`src/rtl/mem_stage_if.sv`:
```
// Request/response and data-memory bus of the memory-stage controller.
// The controller uses the slave modport; the pipeline/memory side uses master.
interface mem_stage_if;
    logic        req_valid;
    logic        req_wr;
    logic        req_rd;
    logic [31:0] req_addr;
    logic [31:0] req_wdata;
    logic        req_ready;
    logic        freeze;
    logic        resp_valid;
    logic [31:0] resp_rdata;
    logic        addr_err;
    logic        mem_w_en;
    logic        mem_r_en;
    logic [31:0] mem_addr;
    logic [31:0] mem_wdata;
    logic [31:0] mem_rdata;

    modport slave (
        input  req_valid, req_wr, req_rd, req_addr, req_wdata, mem_rdata,
        output req_ready, freeze, resp_valid, resp_rdata, addr_err,
               mem_w_en, mem_r_en, mem_addr, mem_wdata
    );

    modport master (
        output req_valid, req_wr, req_rd, req_addr, req_wdata, mem_rdata,
        input  req_ready, freeze, resp_valid, resp_rdata, addr_err,
               mem_w_en, mem_r_en, mem_addr, mem_wdata
    );
endinterface

```
`src/rtl/mem_stage_ctrl.sv`:
```
// Memory-stage requester: accepts one load/store, waits WAIT_STATES cycles, issues one
// memory cycle and returns a response strobe. Define MISALIGN_CHECK_EN to reject unaligned addresses.
module mem_stage_ctrl #(
    parameter int WAIT_STATES = 1,
    parameter int BASE_ADDR   = 1024,
    parameter int DEPTH       = 32
) (
    input  logic         clk,
    input  logic         rst,
    mem_stage_if.slave   bus
);

    typedef enum logic [1:0] {
        ST_IDLE,
        ST_WAIT,
        ST_ISSUE,
        ST_RESP
    } state_t;

    localparam logic [31:0] BASE     = 32'(BASE_ADDR);
    localparam logic [31:0] LIMIT    = 32'(DEPTH * 4);
    localparam bit          NO_WAIT  = (WAIT_STATES == 0);
    localparam logic [3:0]  CNT_INIT = NO_WAIT ? 4'd0 : 4'(WAIT_STATES - 1);

    state_t      state;
    logic [3:0]  cnt;
    logic        op_wr;
    logic        op_err;
    logic        mem_w_en;
    logic        mem_r_en;
    logic [31:0] mem_addr;
    logic [31:0] mem_wdata;
    logic        resp_valid;
    logic [31:0] resp_rdata;
    logic        addr_err;

    logic        accept;
    logic        range_err;
    logic [31:0] offset;

    always_comb begin
        offset    = bus.req_addr - BASE;
        range_err = (bus.req_addr < BASE) || (offset >= LIMIT);
`ifdef MISALIGN_CHECK_EN
        range_err = range_err || (bus.req_addr[1:0] != 2'b00);
`else
        range_err = range_err;
`endif
        accept    = (state == ST_IDLE) && bus.req_valid && (bus.req_wr || bus.req_rd);
    end

    // The stall must rise in the accept cycle itself, so freeze stays combinational.
    assign bus.req_ready  = (state == ST_IDLE);
    assign bus.freeze     = accept || (state == ST_WAIT) || (state == ST_ISSUE);
    assign bus.mem_w_en   = mem_w_en;
    assign bus.mem_r_en   = mem_r_en;
    assign bus.mem_addr   = mem_addr;
    assign bus.mem_wdata  = mem_wdata;
    assign bus.resp_valid = resp_valid;
    assign bus.resp_rdata = resp_rdata;
    assign bus.addr_err   = addr_err;

    // NOTE: all state uses non-blocking assignments so every register samples pre-edge values.
    always_ff @(posedge clk or posedge rst) begin
        if (rst) begin
            state      <= ST_IDLE;
            cnt        <= '0;
            op_wr      <= 1'b0;
            op_err     <= 1'b0;
            mem_w_en   <= 1'b0;
            mem_r_en   <= 1'b0;
            mem_addr   <= '0;
            mem_wdata  <= '0;
            resp_valid <= 1'b0;
            resp_rdata <= '0;
            addr_err   <= 1'b0;
        end else begin
            // Strobes default low; each is raised only on entry to its one-cycle state.
            mem_w_en   <= 1'b0;
            mem_r_en   <= 1'b0;
            resp_valid <= 1'b0;
            addr_err   <= 1'b0;
            case (state)
                ST_IDLE: begin
                    if (accept) begin
                        op_wr     <= bus.req_wr;
                        op_err    <= range_err;
                        mem_addr  <= offset;
                        mem_wdata <= bus.req_wdata;
                        if (NO_WAIT) begin
                            state    <= ST_ISSUE;
                            mem_w_en <= bus.req_wr && !range_err;
                            mem_r_en <= !bus.req_wr && !range_err;
                        end else begin
                            state <= ST_WAIT;
                            cnt   <= CNT_INIT;
                        end
                    end
                end
                ST_WAIT: begin
                    if (cnt == 4'd0) begin
                        state    <= ST_ISSUE;
                        mem_w_en <= op_wr && !op_err;
                        mem_r_en <= !op_wr && !op_err;
                    end else begin
                        cnt <= cnt - 4'd1;
                    end
                end
                ST_ISSUE: begin
                    if (!op_wr) begin
                        resp_rdata <= op_err ? 32'd0 : bus.mem_rdata;
                    end
                    state      <= ST_RESP;
                    resp_valid <= 1'b1;
                    addr_err   <= op_err;
                end
                default: begin
                    state <= ST_IDLE;
                end
            endcase
        end
    end

endmodule

```
`src/flat_wrapper.sv`:
```
// flat-port wrapper written by rule: the top's interface ports become plain ports
module mem_stage_ctrl_flat 
#(
    parameter int WAIT_STATES = 1,
    parameter int BASE_ADDR   = 1024,
    parameter int DEPTH       = 32
)
  (clk, rst, bus_req_valid, bus_req_wr, bus_req_rd, bus_req_addr, bus_req_wdata, bus_mem_rdata, bus_req_ready, bus_freeze, bus_resp_valid, bus_resp_rdata, bus_addr_err, bus_mem_w_en, bus_mem_r_en, bus_mem_addr, bus_mem_wdata);
  mem_stage_if bus_i ();
  input  logic clk;
  input  logic rst;
  input wire logic [$bits(bus_i.req_valid)-1:0] bus_req_valid;
  input wire logic [$bits(bus_i.req_wr)-1:0] bus_req_wr;
  input wire logic [$bits(bus_i.req_rd)-1:0] bus_req_rd;
  input wire logic [$bits(bus_i.req_addr)-1:0] bus_req_addr;
  input wire logic [$bits(bus_i.req_wdata)-1:0] bus_req_wdata;
  input wire logic [$bits(bus_i.mem_rdata)-1:0] bus_mem_rdata;
  output wire logic [$bits(bus_i.req_ready)-1:0] bus_req_ready;
  output wire logic [$bits(bus_i.freeze)-1:0] bus_freeze;
  output wire logic [$bits(bus_i.resp_valid)-1:0] bus_resp_valid;
  output wire logic [$bits(bus_i.resp_rdata)-1:0] bus_resp_rdata;
  output wire logic [$bits(bus_i.addr_err)-1:0] bus_addr_err;
  output wire logic [$bits(bus_i.mem_w_en)-1:0] bus_mem_w_en;
  output wire logic [$bits(bus_i.mem_r_en)-1:0] bus_mem_r_en;
  output wire logic [$bits(bus_i.mem_addr)-1:0] bus_mem_addr;
  output wire logic [$bits(bus_i.mem_wdata)-1:0] bus_mem_wdata;
  assign bus_i.req_valid = bus_req_valid;
  assign bus_i.req_wr = bus_req_wr;
  assign bus_i.req_rd = bus_req_rd;
  assign bus_i.req_addr = bus_req_addr;
  assign bus_i.req_wdata = bus_req_wdata;
  assign bus_i.mem_rdata = bus_mem_rdata;
  assign bus_req_ready = bus_i.req_ready;
  assign bus_freeze = bus_i.freeze;
  assign bus_resp_valid = bus_i.resp_valid;
  assign bus_resp_rdata = bus_i.resp_rdata;
  assign bus_addr_err = bus_i.addr_err;
  assign bus_mem_w_en = bus_i.mem_w_en;
  assign bus_mem_r_en = bus_i.mem_r_en;
  assign bus_mem_addr = bus_i.mem_addr;
  assign bus_mem_wdata = bus_i.mem_wdata;
  mem_stage_ctrl #(.WAIT_STATES(WAIT_STATES), .BASE_ADDR(BASE_ADDR), .DEPTH(DEPTH)) u_core (.clk(clk), .rst(rst), .bus(bus_i));
endmodule
```
`config.mk`:
```
export PLATFORM = sky130hd
export DESIGN_NAME = mem_stage_ctrl_flat
export DESIGN_NICKNAME = d
export VERILOG_FILES = /design/src/rtl/mem_stage_if.sv /design/src/rtl/mem_stage_ctrl.sv /design/src/flat_wrapper.sv
export SDC_FILE = /design/constraint.sdc
export NUM_CORES = 1
export LEC_CHECK = 0
export ABC_AREA = 1
export BUFFER_PORTS_ARGS = -buffer_cell sky130_fd_sc_hd__buf_4
export CORE_MARGIN = 2
export CORE_UTILIZATION = 52
export DETAILED_ROUTE_END_ITERATION = 8
export GPL_ROUTABILITY_DRIVEN = 0
export PLACE_DENSITY = 0.94
export SLEW_MARGIN = 5
export SYNTH_ARGS = -nofsm -noshare
export SYNTH_HDL_FRONTEND = slang
export SYNTH_SLANG_ARGS = --single-unit
export TNS_END_PERCENT = 50
```
`constraint.sdc`:
```
create_clock -name clk -period 5.9 [get_ports clk]
set_clock_uncertainty 0.2 [all_clocks]
set_input_delay 0 -clock clk [delete_from_list [all_inputs] [get_ports clk]]
set_output_delay 0 -clock clk [all_outputs]
set_load 0.005 [all_outputs]
```
==> impl_metrics.yaml, run 1 <==
timing:
  whs_ns: 0.173
  min_period_over_period_pct: 55.4
  min_period_ns: 3.27
  rsz0062_at_grt: "false"
  tightest_slew_ns: 1.26
  finalSetupViolations: 0
  worst_slack_ns: 2.63
  tns_ns: 0
  hold_viol: 0
  drv_slew: 0
  clock.fmax_ghz: 0.306
  slew_headroom_pct: 16.0
placed_design:
  placed_cell_area_um2: 6570
  dp.cells: 931
  hpwl_mm: 10.1
  numPortBuffers: 202
  dp_slack_ns: 3.14
logic_synthesis:
  syn_inst: 624
  synthTopCellsByArea: "dfrtp_1, nand2_1, nand3_1"
  syn_area_um2: 4970
  synth_area_per_cell_um2: 7.96
  synth_cell_types: 27
  ys_seq_area_share_pct: 54.4
  yosysWarningCount: 0
  ys_ff_latch: 108
  synth_top_area_cell: "dfrtp_1"
  synth_top_area_share_pct: 54.4
  synth_nets: 732
final_layout:
  postLayoutCoreUtil_pct: 85.7
  fin_cells: 1064
  regArea_um2: 2700
  fillers: 441
  area_growth_pct: 59.3
  final_area_um2: 7920
  nNetsFinal: 1037
  multi_input_comb_area_um2: 2010
  drive_gt1_share_pct: 25.8
setup_path:
  path_cells: "dlygate4sd3_1 > buf_4 > inv_2 > ha_1 > nand2_2 > nor2_4 > nand3_1 > nor2_1 > nand3_1 > nand2_1 > dlygate4sd3_1 > nand3_1 > dlygate4sd3_1 > nor2_1 > nor2_1"
  worstRegToRegCells: 6
  cp.required_ns: 5.96
  cp.arrival_ns: 3.33
  critPathMaxFanout: 8
  slowest_delay_ns: 0.61
  worst_setup_path_end_kind: "flip-flop"
  start_kind: "input pin"
  rrSetupSlack_ns: 2.91
  path_class: "input pin to flip-flop"
  crit_slowest_cell: "dlygate4sd3_1"
drt:
  drt-pass1-iter-count: 5
  post_drt_via_cell_ratio: 5.57
  drtIter0Drc: 460
  drtAntennaViolNets: 0
  drcViolationCount: 0
  wl_mm: 19.5
  wire_per_inst_um: 18.4
  num_vias: 5923
floorplanning:
  std_cell_rows: 35
  core_um2: 9240
  io_pins: 203
  die_h_um: 102
  die_w_um: 102
  start_util_pct: 53.8
  dieArea_um2: 10400
clock_tree:
  cts_tree: "done"
  cts-resized-gates: 0
  cts_max_level: 3
  cts.sink_count: 108
  clk_pin_slew_ns: 0.12
  cts-root-buf: "clkbuf_8"
  postCtsSetupBuffers: 0
  clock_latency_ns: 0.36
  cts_buffers: 9
  clk_path_buf_depth: 2
grt:
  grt_max_degree: 78
  grt_util_met3_pct: 9.11
  grt_pass1_wl_mm: 29.6
  antenna_found_initial: 1
  grt_most_used_layer: "met2"
  use_met1_pct: 40.5
  grt_usage_pct: 37.5
  grt_pass1_vias: 5915
  use_met2_pct: 67.8
  gr-total-overflow: 0
power_and_ir_drop:
  peakVddDrop_mv: 0.211
  power_density_nw_per_um2: 402
  p_total_mw: 3.18
  power.leakage_nw: 4.25
worst_hold_path:
  worst_hold_path_type: "input pin to flip-flop"
  holdPathStages: 4
outcome:
  outcome: "finished, final reports clean"
run:
  drv_cap: 0
## cell usage after synthesis (all sizes together)
cell type,n
nand2,252
dfrtp,108
nor2,59
nand3,51
o21ai,51
inv,42
clkbuf,22
a31oi,8
ha,7
nand4,5
buf,4
a21oi,3
nand3b,3
nor3,3
nor3b,2
and2,1
o21a,1
o22ai,1
xor2,1
## per-layer routing
layer,share of wire [%],up-vias
li1,-,2580
met1,33,2789
met2,51,447
met3,10,107
met4,5.7,0
met5,0,-
## registers in the layout, indices dropped and copies added (netlist names)
register	flops
u_core.state	2
u_core.bus.mem_wdata	32
u_core.bus.resp_valid	1
u_core.bus.addr_err	1
u_core.cnt	4
u_core.op_err	1
u_core.bus.mem_w_en	1
u_core.op_wr	1
u_core.bus.mem_addr	32
u_core.bus.resp_rdata	32
u_core.bus.mem_r_en	1
## timing repair
item | in CTS | in global routing
setup endpoints to repair | 0 | 0
endpoints found under the hold margin | 129 | 0
hold buffers | 116 | 0
## kinds of logic (layout without fill, tap and decap cells)
logic type | Yosys count | count (layout) | share of synthesized area [%]
AND/OR/NAND/NOR | 376 | 376 | 31.7
flip-flops | 108 | 108 | 54.4
buffers and inverters | 68 | 377 | 5.16
AO/OA/AOI/OAI | 64 | 64 | 6.80
adder cells (fa/ha/maj) | 7 | 7 | 1.76
XOR/XNOR | 1 | 1 | 0.176
other | 0 | 2 | 0
## area by class of cell
cell class / count / share of cell area, %
diodes: 2 / 0.0632
clock buffers: 9 / 1.56
clock inverters: 6 / 0.711
inverters: 42 / 2.02
multi-input cells: 448 / 25.4
flip-flops and latches: 108 / 34.1
well taps: 129 / 2.04
repair buffers: 320 / 34.0
## worst max-delay path, delay by kind of cell
kind,cells,cell delay [ns]
and+or+nand+nor,9,1.06
adders and majority gates,1,0.32
buffers and inverters,5,1.93
## placed cells by master (no fill, tap or decap)
cell | netlist | final
nand4_1 | 5 | 5
nor2_2 | 7 | 8
nor3_1 | 3 | 3
diode_2 | 0 | 2
inv_6 | 0 | 2
dfrtp_1 | 108 | 108
nand3b_1 | 3 | 3
nand3_1 | 51 | 51
o21ai_1 | 7 | 7
nor2_8 | 1 | 1
a21oi_2 | 1 | 1
o21a_1 | 1 | 1
nor3b_1 | 2 | 2
a21oi_1 | 2 | 2
o22ai_1 | 1 | 1
clkinv_4 | 0 | 1
ha_1 | 7 | 7
nand2_2 | 3 | 3
clkinvlp_4 | 0 | 1
dlygate4sd3_1 | 0 | 116
inv_2 | 5 | 5
buf_4 | 0 | 204
inv_8 | 0 | 2
and2_1 | 1 | 1
inv_4 | 0 | 1
nand2_1 | 249 | 249
xor2_1 | 1 | 1
nor2_1 | 48 | 47
o21ai_0 | 44 | 44
a31oi_1 | 8 | 8
inv_1 | 37 | 36
nor2_4 | 3 | 3
clkbuf_8 | 0 | 9
## worst paths after layout
| check | startpoint | to |
|---|---|---|
| worst max-delay path | bus_req_addr[10] | u_core.op_err |
| worst min-delay path | bus_req_wdata[25] | u_core.bus.mem_wdata[25] |
| worst max register to register | u_core.state[0] | u_core.bus.resp_rdata[24] |
| worst min register to register | u_core.bus.mem_addr[9] | u_core.bus.mem_addr[9] |
| max in group asynchronous | rst | u_core.cnt[1] |
| min in group asynchronous | rst | u_core.bus.mem_wdata[22] |
## report_power, final
part           internal [mW]  leakage, nW  switching (mW)
sequential              1.08         1.38           0.257
combinational          0.691         2.78           0.716
clock                  0.162       0.0901           0.276
Power figures use the tool's default switching activity.
==> inputs of run 2 (changes only) <==
--- a/config.mk
+++ b/config.mk
@@ -5,13 +5,13 @@
 export SDC_FILE = /design/constraint.sdc
 export NUM_CORES = 1
 export LEC_CHECK = 0
-export ABC_AREA = 1
+export ABC_AREA = 0
 export BUFFER_PORTS_ARGS = -buffer_cell sky130_fd_sc_hd__buf_4
 export CORE_MARGIN = 2
-export CORE_UTILIZATION = 52
+export CORE_UTILIZATION = 44
 export DETAILED_ROUTE_END_ITERATION = 8
 export GPL_ROUTABILITY_DRIVEN = 0
-export PLACE_DENSITY = 0.94
+export PLACE_DENSITY = 0.86
 export SLEW_MARGIN = 5
 export SYNTH_ARGS = -nofsm -noshare
 export SYNTH_HDL_FRONTEND = slang
==> constraint.sdc (replaced) <==
create_clock -name clk -period 2.9 [get_ports clk]
set_clock_uncertainty 0.2 [all_clocks]
set_input_delay 0 -clock clk [delete_from_list [all_inputs] [get_ports clk]]
set_output_delay 0 -clock clk [all_outputs]
set_load 0.005 [all_outputs]
==> run 2 against run 1 <==
Net effect: worst setup slack worse by 2.6 ns; synthesized cell count fell by 14%; clock power increased by 84%; die area grew 16%; critical path depth is 5 lower; sequential cell count is the same; cell area shrank 0.63%; total power grew 59%; largest cell class is now buffers; highest routed layer unchanged.
==> impl_metrics.yaml, run 2 <==
logic_synthesis:
  synth_cell_types: 48
  ys_seq_area_share_pct: 55.2
  synth_ff_type: "dfrtp_1"
  syn_area_um2: 4900
  synth_top_area_share_pct: 55.2
  synth_nets: 645
  synthTopCellsByArea: "dfrtp_1, nand2_1, o21ai_0"
  synth_area_per_cell_um2: 9.12
  syn_inst: 537
  async_reset_ff_share_pct: 100
  netlist_top_cells_count: "nand2_1, dfrtp_1, o21ai_0, nand2b_1, clkbuf_1"
  yosysWarningCount: 0
  synth_edf_count: 0
  ys_ff_latch: 108
  yosysMostFrequentCell: "nand2_1"
  synth_top_area_cell: "dfrtp_1"
final_layout:
  diodes: 0
  largest_registers: "u_core.bus.mem_addr: 32 flops, u_core.bus.mem_wdata: 32 flops, u_core.bus.resp_rdata: 32 flops"
  drive_gt1_share_pct: 28.0
  area_growth_pct: 60.6
  final_common_cell: "buf_4"
  nNetsFinal: 949
  final_cell_mix: "buf_4, nand2_1, dlygate4sd3_1, dfrtp_1, o21ai_0"
  fin_cells: 985
drt:
  wl_mm: 15.8
  drtAntennaViolNets: 0
  num_vias: 4971
  post_drt_via_cell_ratio: 5.05
  drcViolationCount: 0
  drtIter0Drc: 358
  drt-pass1-iter-count: 5
  wire_per_inst_um: 16.0
setup_path:
  r2r_end: "u_core.bus.mem_addr[14]"
  slowest_delay_ns: 0.58
  worst_setup_path_end_kind: "flip-flop"
  endpoint: "u_core.bus.mem_addr[30]"
  worstRegToRegCells: 7
  cp_common_cell: "dlygate4sd3_1"
  cp.required_ns: 2.93
  path_class: "input pin to flip-flop"
  r2r-start: "u_core.state[1]"
  crit_slowest_cell: "dlygate4sd3_1"
  start_kind: "input pin"
  worst-path-stages: 10
  path_cells: "dlygate4sd3_1 > buf_4 > inv_1 > ha_4 > or4b_4 > or2_1 > nor3_2 > xnor2_1 > dlygate4sd3_1 > o21ai_0"
  cp.arrival_ns: 2.85
  rrSetupSlack_ns: 0.41
  crit_start: "bus_req_addr[10]"
  critPathMaxFanout: 8
  path_delay_family: "buffers and inverters"
  critPathBufInv: 4
outcome:
  outcome: "finished, final reports clean"
clock_tree:
  clk_path_buf_depth: 2
  cts_tree: "done"
  cts_buffers: 9
  cts-root-buf: "clkbuf_8"
  cts.sink_count: 108
  clock_latency_ns: 0.35
  clk_pin_slew_ns: 0.09
  cts_max_level: 3
power_and_ir_drop:
  p_total_mw: 5.04
  power.leakage_nw: 3.83
  peakVddDrop_mv: 0.423
  power_density_nw_per_um2: 641
timing:
  min_period_ns: 2.82
  clock.fmax_ghz: 0.354
  tightest_slew_ns: 0.984
  tns_ns: 0
  whs_ns: 0.0666
  drv_slew: 0
  finalSetupViolations: 0
  min_period_over_period_pct: 97.4
  hold_viol: 0
  slew_headroom_pct: 34.4
run:
  drv_cap: 0
grt:
  grt_pass1_wl_mm: 23.8
  grt_pass1_vias: 4906
  antenna_found_initial: 0
  grt_max_degree: 65
  grt_usage_pct: 26.0
  gr-total-overflow: 0
floorplanning:
  start_util_pct: 45.2
  io_pins: 203
  die_w_um: 109
  core_um2: 10800
  dieArea_um2: 12000
  std_cell_rows: 38
  die_h_um: 109
worst_hold_path:
  worst_hold_path_type: "input pin to flip-flop"
placed_design:
  dp.cells: 854
  numPortBuffers: 202
  hpwl_mm: 9.45
## run 2: cell type report
type | instances | area, um^2
clock inverter | 4 | 26.3
clock buffer | 11 | 141
fill | 742 | 2980
timing repair buffer | 323 | 2710
sequential | 108 | 2700
inverter | 7 | 30.0
multi-input combinational | 392 | 2080
tap | 140 | 175
## run 2: power breakdown
group | leakage [nW] | total, mW | switching [mW] | internal, mW
Sequential | 1.40 | 2.25 | 0.280 | 1.97
Combinational | 2.34 | 1.99 | 0.945 | 1.04
Clock | 0.0852 | 0.806 | 0.476 | 0.331
Total | 3.83 | 5.04 | 1.70 | 3.34
## run 2: stage by stage
step / util, % / setup slack, ns / instance area, um^2
2_1_floorplan: - / 0.709 / 4900
3_3_place_gp: 60.0 / 0.537 / 6510
3_5_place_dp: 60.0 / 0.455 / 6510
4_1_cts: 72.2 / 0.0247 / 7830
5_1_grt: 72.6 / -0.0304 / 7870
6_report: 72.6 / 0.0752 / 7870
## run 2: how the worst min path moves through the flow
stage                          endpoint  depth (start not counted)  slack, ns               from
6_report                   u_core.op_wr                          3       0.07      bus_req_valid
5_1_grt                    u_core.op_wr                          3       0.08      bus_req_valid
4_1_cts                    u_core.op_wr                          3       0.05      bus_req_valid
3_5_place_dp   u_core.bus.mem_wdata[21]                          3     -0.005  bus_req_wdata[21]
3_3_place_gp   u_core.bus.mem_wdata[21]                          3      -0.01  bus_req_wdata[21]
2_1_floorplan    u_core.bus.mem_addr[0]                          2      -0.09    bus_req_addr[0]
## run 2: routing by layer
layer / vias up / GRT usage [%] / part of all wire, %
li1: 2354 / - / -
met5: - / 0 / 0
met2: 231 / 46.8 / 52
met3: 46 / 6.11 / 7.2
met1: 2340 / 29.0 / 38
met4: 0 / 11.7 / 3.5
## run 2: timing repair
action                                 4_1_cts  5_1_grt
hold buffers                               115        0
endpoints found under the hold margin      206        0
gates resized for setup                      0        6
setup endpoints to repair                    0        6
setup buffers                                0        1
## run 2: cell families after synthesis
group	synth area share, %
simple gates	26.8
xor+xnor	3.76
mux	0.843
flops	55.2
compound gates	8.51
buf+inv	3.07
fa+ha+maj	1.79
## run 2: worst min-delay path: stages
cell and delay, ns:
buf_4 0.12, o211ai_1 0.25, mux2_2 0.21
==> inputs of run 3 (changes only) <==
--- a/config.mk
+++ b/config.mk
@@ -7,6 +7,7 @@
 export LEC_CHECK = 0
 export ABC_AREA = 0
 export BUFFER_PORTS_ARGS = -buffer_cell sky130_fd_sc_hd__buf_4
+export CORE_ASPECT_RATIO = 0.6
 export CORE_MARGIN = 2
 export CORE_UTILIZATION = 44
 export DETAILED_ROUTE_END_ITERATION = 8
==> run 3 against run 2 <==
Net effect: the flow now finishes with violations (DRC); count of clock-buffer cells in the layout unchanged; first-iteration DRC count decreased by 26%; sequential cell count unchanged; register-to-register slack improved by 0.15 ns; wire length decreased by 3.4%; sequential power about the same; cell area increased by 0.48%; largest cell class is now sequential cells; largest power group unchanged; highest routed layer unchanged.
==> impl_metrics.yaml, run 3 (synthesized netlist as in run 2, its figures left out) <==
outcome:
  outcome: "finished, violations left"
  failed_checks: "DRC"
final_layout:
  fillers: 704
  drive_gt1_share_pct: 28.3
  postLayoutCoreUtil_pct: 73.8
  largest_registers: "u_core.bus.mem_addr: 32 flops, u_core.bus.mem_wdata: 32 flops, u_core.bus.resp_rdata: 32 flops"
  diodes: 0
  final_cell_mix: "buf_4, nand2_1, dlygate4sd3_1, dfrtp_1, o21ai_0"
  area_growth_pct: 61.4
  nNetsFinal: 940
  final_common_cell: "buf_4"
grt:
  grt_pass1_vias: 5078
  antenna_found_initial: 0
  grt_max_degree: 109
  gr-total-overflow: 0
  grt_usage_pct: 26.0
  grt_pass1_wl_mm: 24.7
timing:
  slew_headroom_pct: 33.2
  min_period_ns: 2.80
  tightest_slew_ns: 1.00
  drv_slew: 0
  tns_ns: 0
  rsz0062_at_grt: "false"
  hold_viol: 0
  min_period_over_period_pct: 96.4
  finalSetupViolations: 0
  clock.fmax_ghz: 0.358
run:
  drv_cap: 0
drt:
  drtAntennaViolNets: 0
  m1WireLength_mm: 6.10
  drcViolationCount: 15
  wl_mm: 15.3
  drt-pass1-iter-count: 8
  num_vias: 4897
  drtIter0Drc: 264
  wl_met3_mm: 1.53
  wl_met2_mm: 7.24
  wire_per_inst_um: 15.6
  post_drt_via_cell_ratio: 5.02
  top_layer: "met4"
setup_path:
  worstRegToRegCells: 6
  cp.required_ns: 2.88
  slowest_delay_ns: 0.57
  worst_setup_path_end_kind: "flip-flop"
  cp.arrival_ns: 2.78
  path_delay_family: "buffers and inverters"
  endpoint: "u_core.bus.mem_addr[20]"
  start_kind: "input pin"
  path_class: "input pin to flip-flop"
  critPathBufInv: 4
  critPathMaxFanout: 8
  crit_start: "bus_req_addr[11]"
  cp_common_cell: "dlygate4sd3_1"
  rrSetupSlack_ns: 0.56
  path_cells: "dlygate4sd3_1 > buf_4 > inv_1 > ha_2 > or4b_4 > nor4_1 > xnor2_1 > dlygate4sd3_1 > o21ai_0"
  r2r-start: "u_core.state[0]"
  worst-path-stages: 9
  r2r_end: "u_core.bus.mem_addr[31]"
  crit_slowest_cell: "dlygate4sd3_1"
worst_hold_path:
  worst_hold_path_type: "input pin to flip-flop"
clock_tree:
  cts_buffers: 9
  postCtsSetupBuffers: 0
  cts_tree: "done"
  clk_path_buf_depth: 2
  clk_pin_slew_ns: 0.07
  cts_max_level: 3
  cts.sink_count: 108
  clock_latency_ns: 0.34
  cts-root-buf: "clkbuf_16"
floorplanning:
  die_h_um: 85.7
  core_um2: 10700
  die_w_um: 140
  io_pins: 203
  std_cell_rows: 29
  start_util_pct: 45.7
  dieArea_um2: 12000
power_and_ir_drop:
  power_density_nw_per_um2: 672
  power.leakage_nw: 3.84
  peakVddDrop_mv: 0.464
placed_design:
  hpwl_mm: 9.46
  numPortBuffers: 202
run 3: cell types whose count changed in the layout (fill, tap and decap cells not counted), sizes merged:
cell         change
buf              -2
clkinv           -1
clkinvlp         +1
dlygate4sd3      -7
inv              +1
run 3: how the worst min path moves through the flow:
stage                      start                       end  slack, ns  cells after the start
2_1_floorplan    bus_req_addr[0]    u_core.bus.mem_addr[0]      -0.09                      2
3_3_place_gp   bus_req_wdata[15]  u_core.bus.mem_wdata[15]      -0.01                      3
3_5_place_dp    bus_req_wdata[7]   u_core.bus.mem_wdata[7]     -0.007                      3
4_1_cts            bus_req_valid    u_core.bus.mem_addr[4]       0.02                      5
5_1_grt            bus_req_valid  u_core.bus.mem_wdata[30]       0.06                      5
6_report           bus_req_valid    u_core.bus.mem_addr[4]       0.04                      5
run 3: routing by layer:
layer / vias up / GRT usage, %
li1: 2347 / -
met1: 2278 / 31.1
met2: 236 / 43.9
met3: 36 / 9.32
met4: 0 / 9.37
met5: - / 0
run 3: final cells by class:
class | instances | area [um^2] | share of cell area [%]
Sequential cell | 108 | 2700 | 34.2
Timing Repair Buffer | 314 | 2640 | 33.4
Multi-Input combinational cell | 392 | 2090 | 26.4
Clock buffer | 11 | 233 | 2.94
Tap cell | 139 | 174 | 2.20
Clock inverter | 5 | 37.5 | 0.475
Inverter | 7 | 30.0 | 0.380
run 3: power breakdown:
group          internal (mW)  leakage (nW)  total, mW  switching, mW
Clock                  0.586         0.126       1.11          0.526
Sequential              1.97          1.40       2.26          0.287
Combinational           1.00          2.31       1.94          0.939
run 3: stage by stage:
step	instance area [um^2]	hold slack, ns	worst slack [ns]	cells	power [mW]
after floorplan	4900	-0.0946	0.709	537	2.99
after global placement	6510	-0.0112	0.511	852	3.97
after detailed placement	6510	-0.00746	0.422	852	4.06
after CTS	7860	0.0222	0.00828	976	5.33
after global routing	7900	0.0603	0.0126	976	5.67
final	7900	0.0403	0.104	976	5.31
run 3: tightest hold or removal path: stages:
cell	delay, ns
buf_4	0.09
o211ai_1	0.09
buf_4	0.22
nand2_1	0.08
nand2_1	0.05
run 3: what timing repair did:
action / CTS / global route
hold endpoints to repair: 206 / 0
endpoints found under the setup margin: 0 / 5
hold buffers: 108 / 0
gates resized for setup: 0 / 8
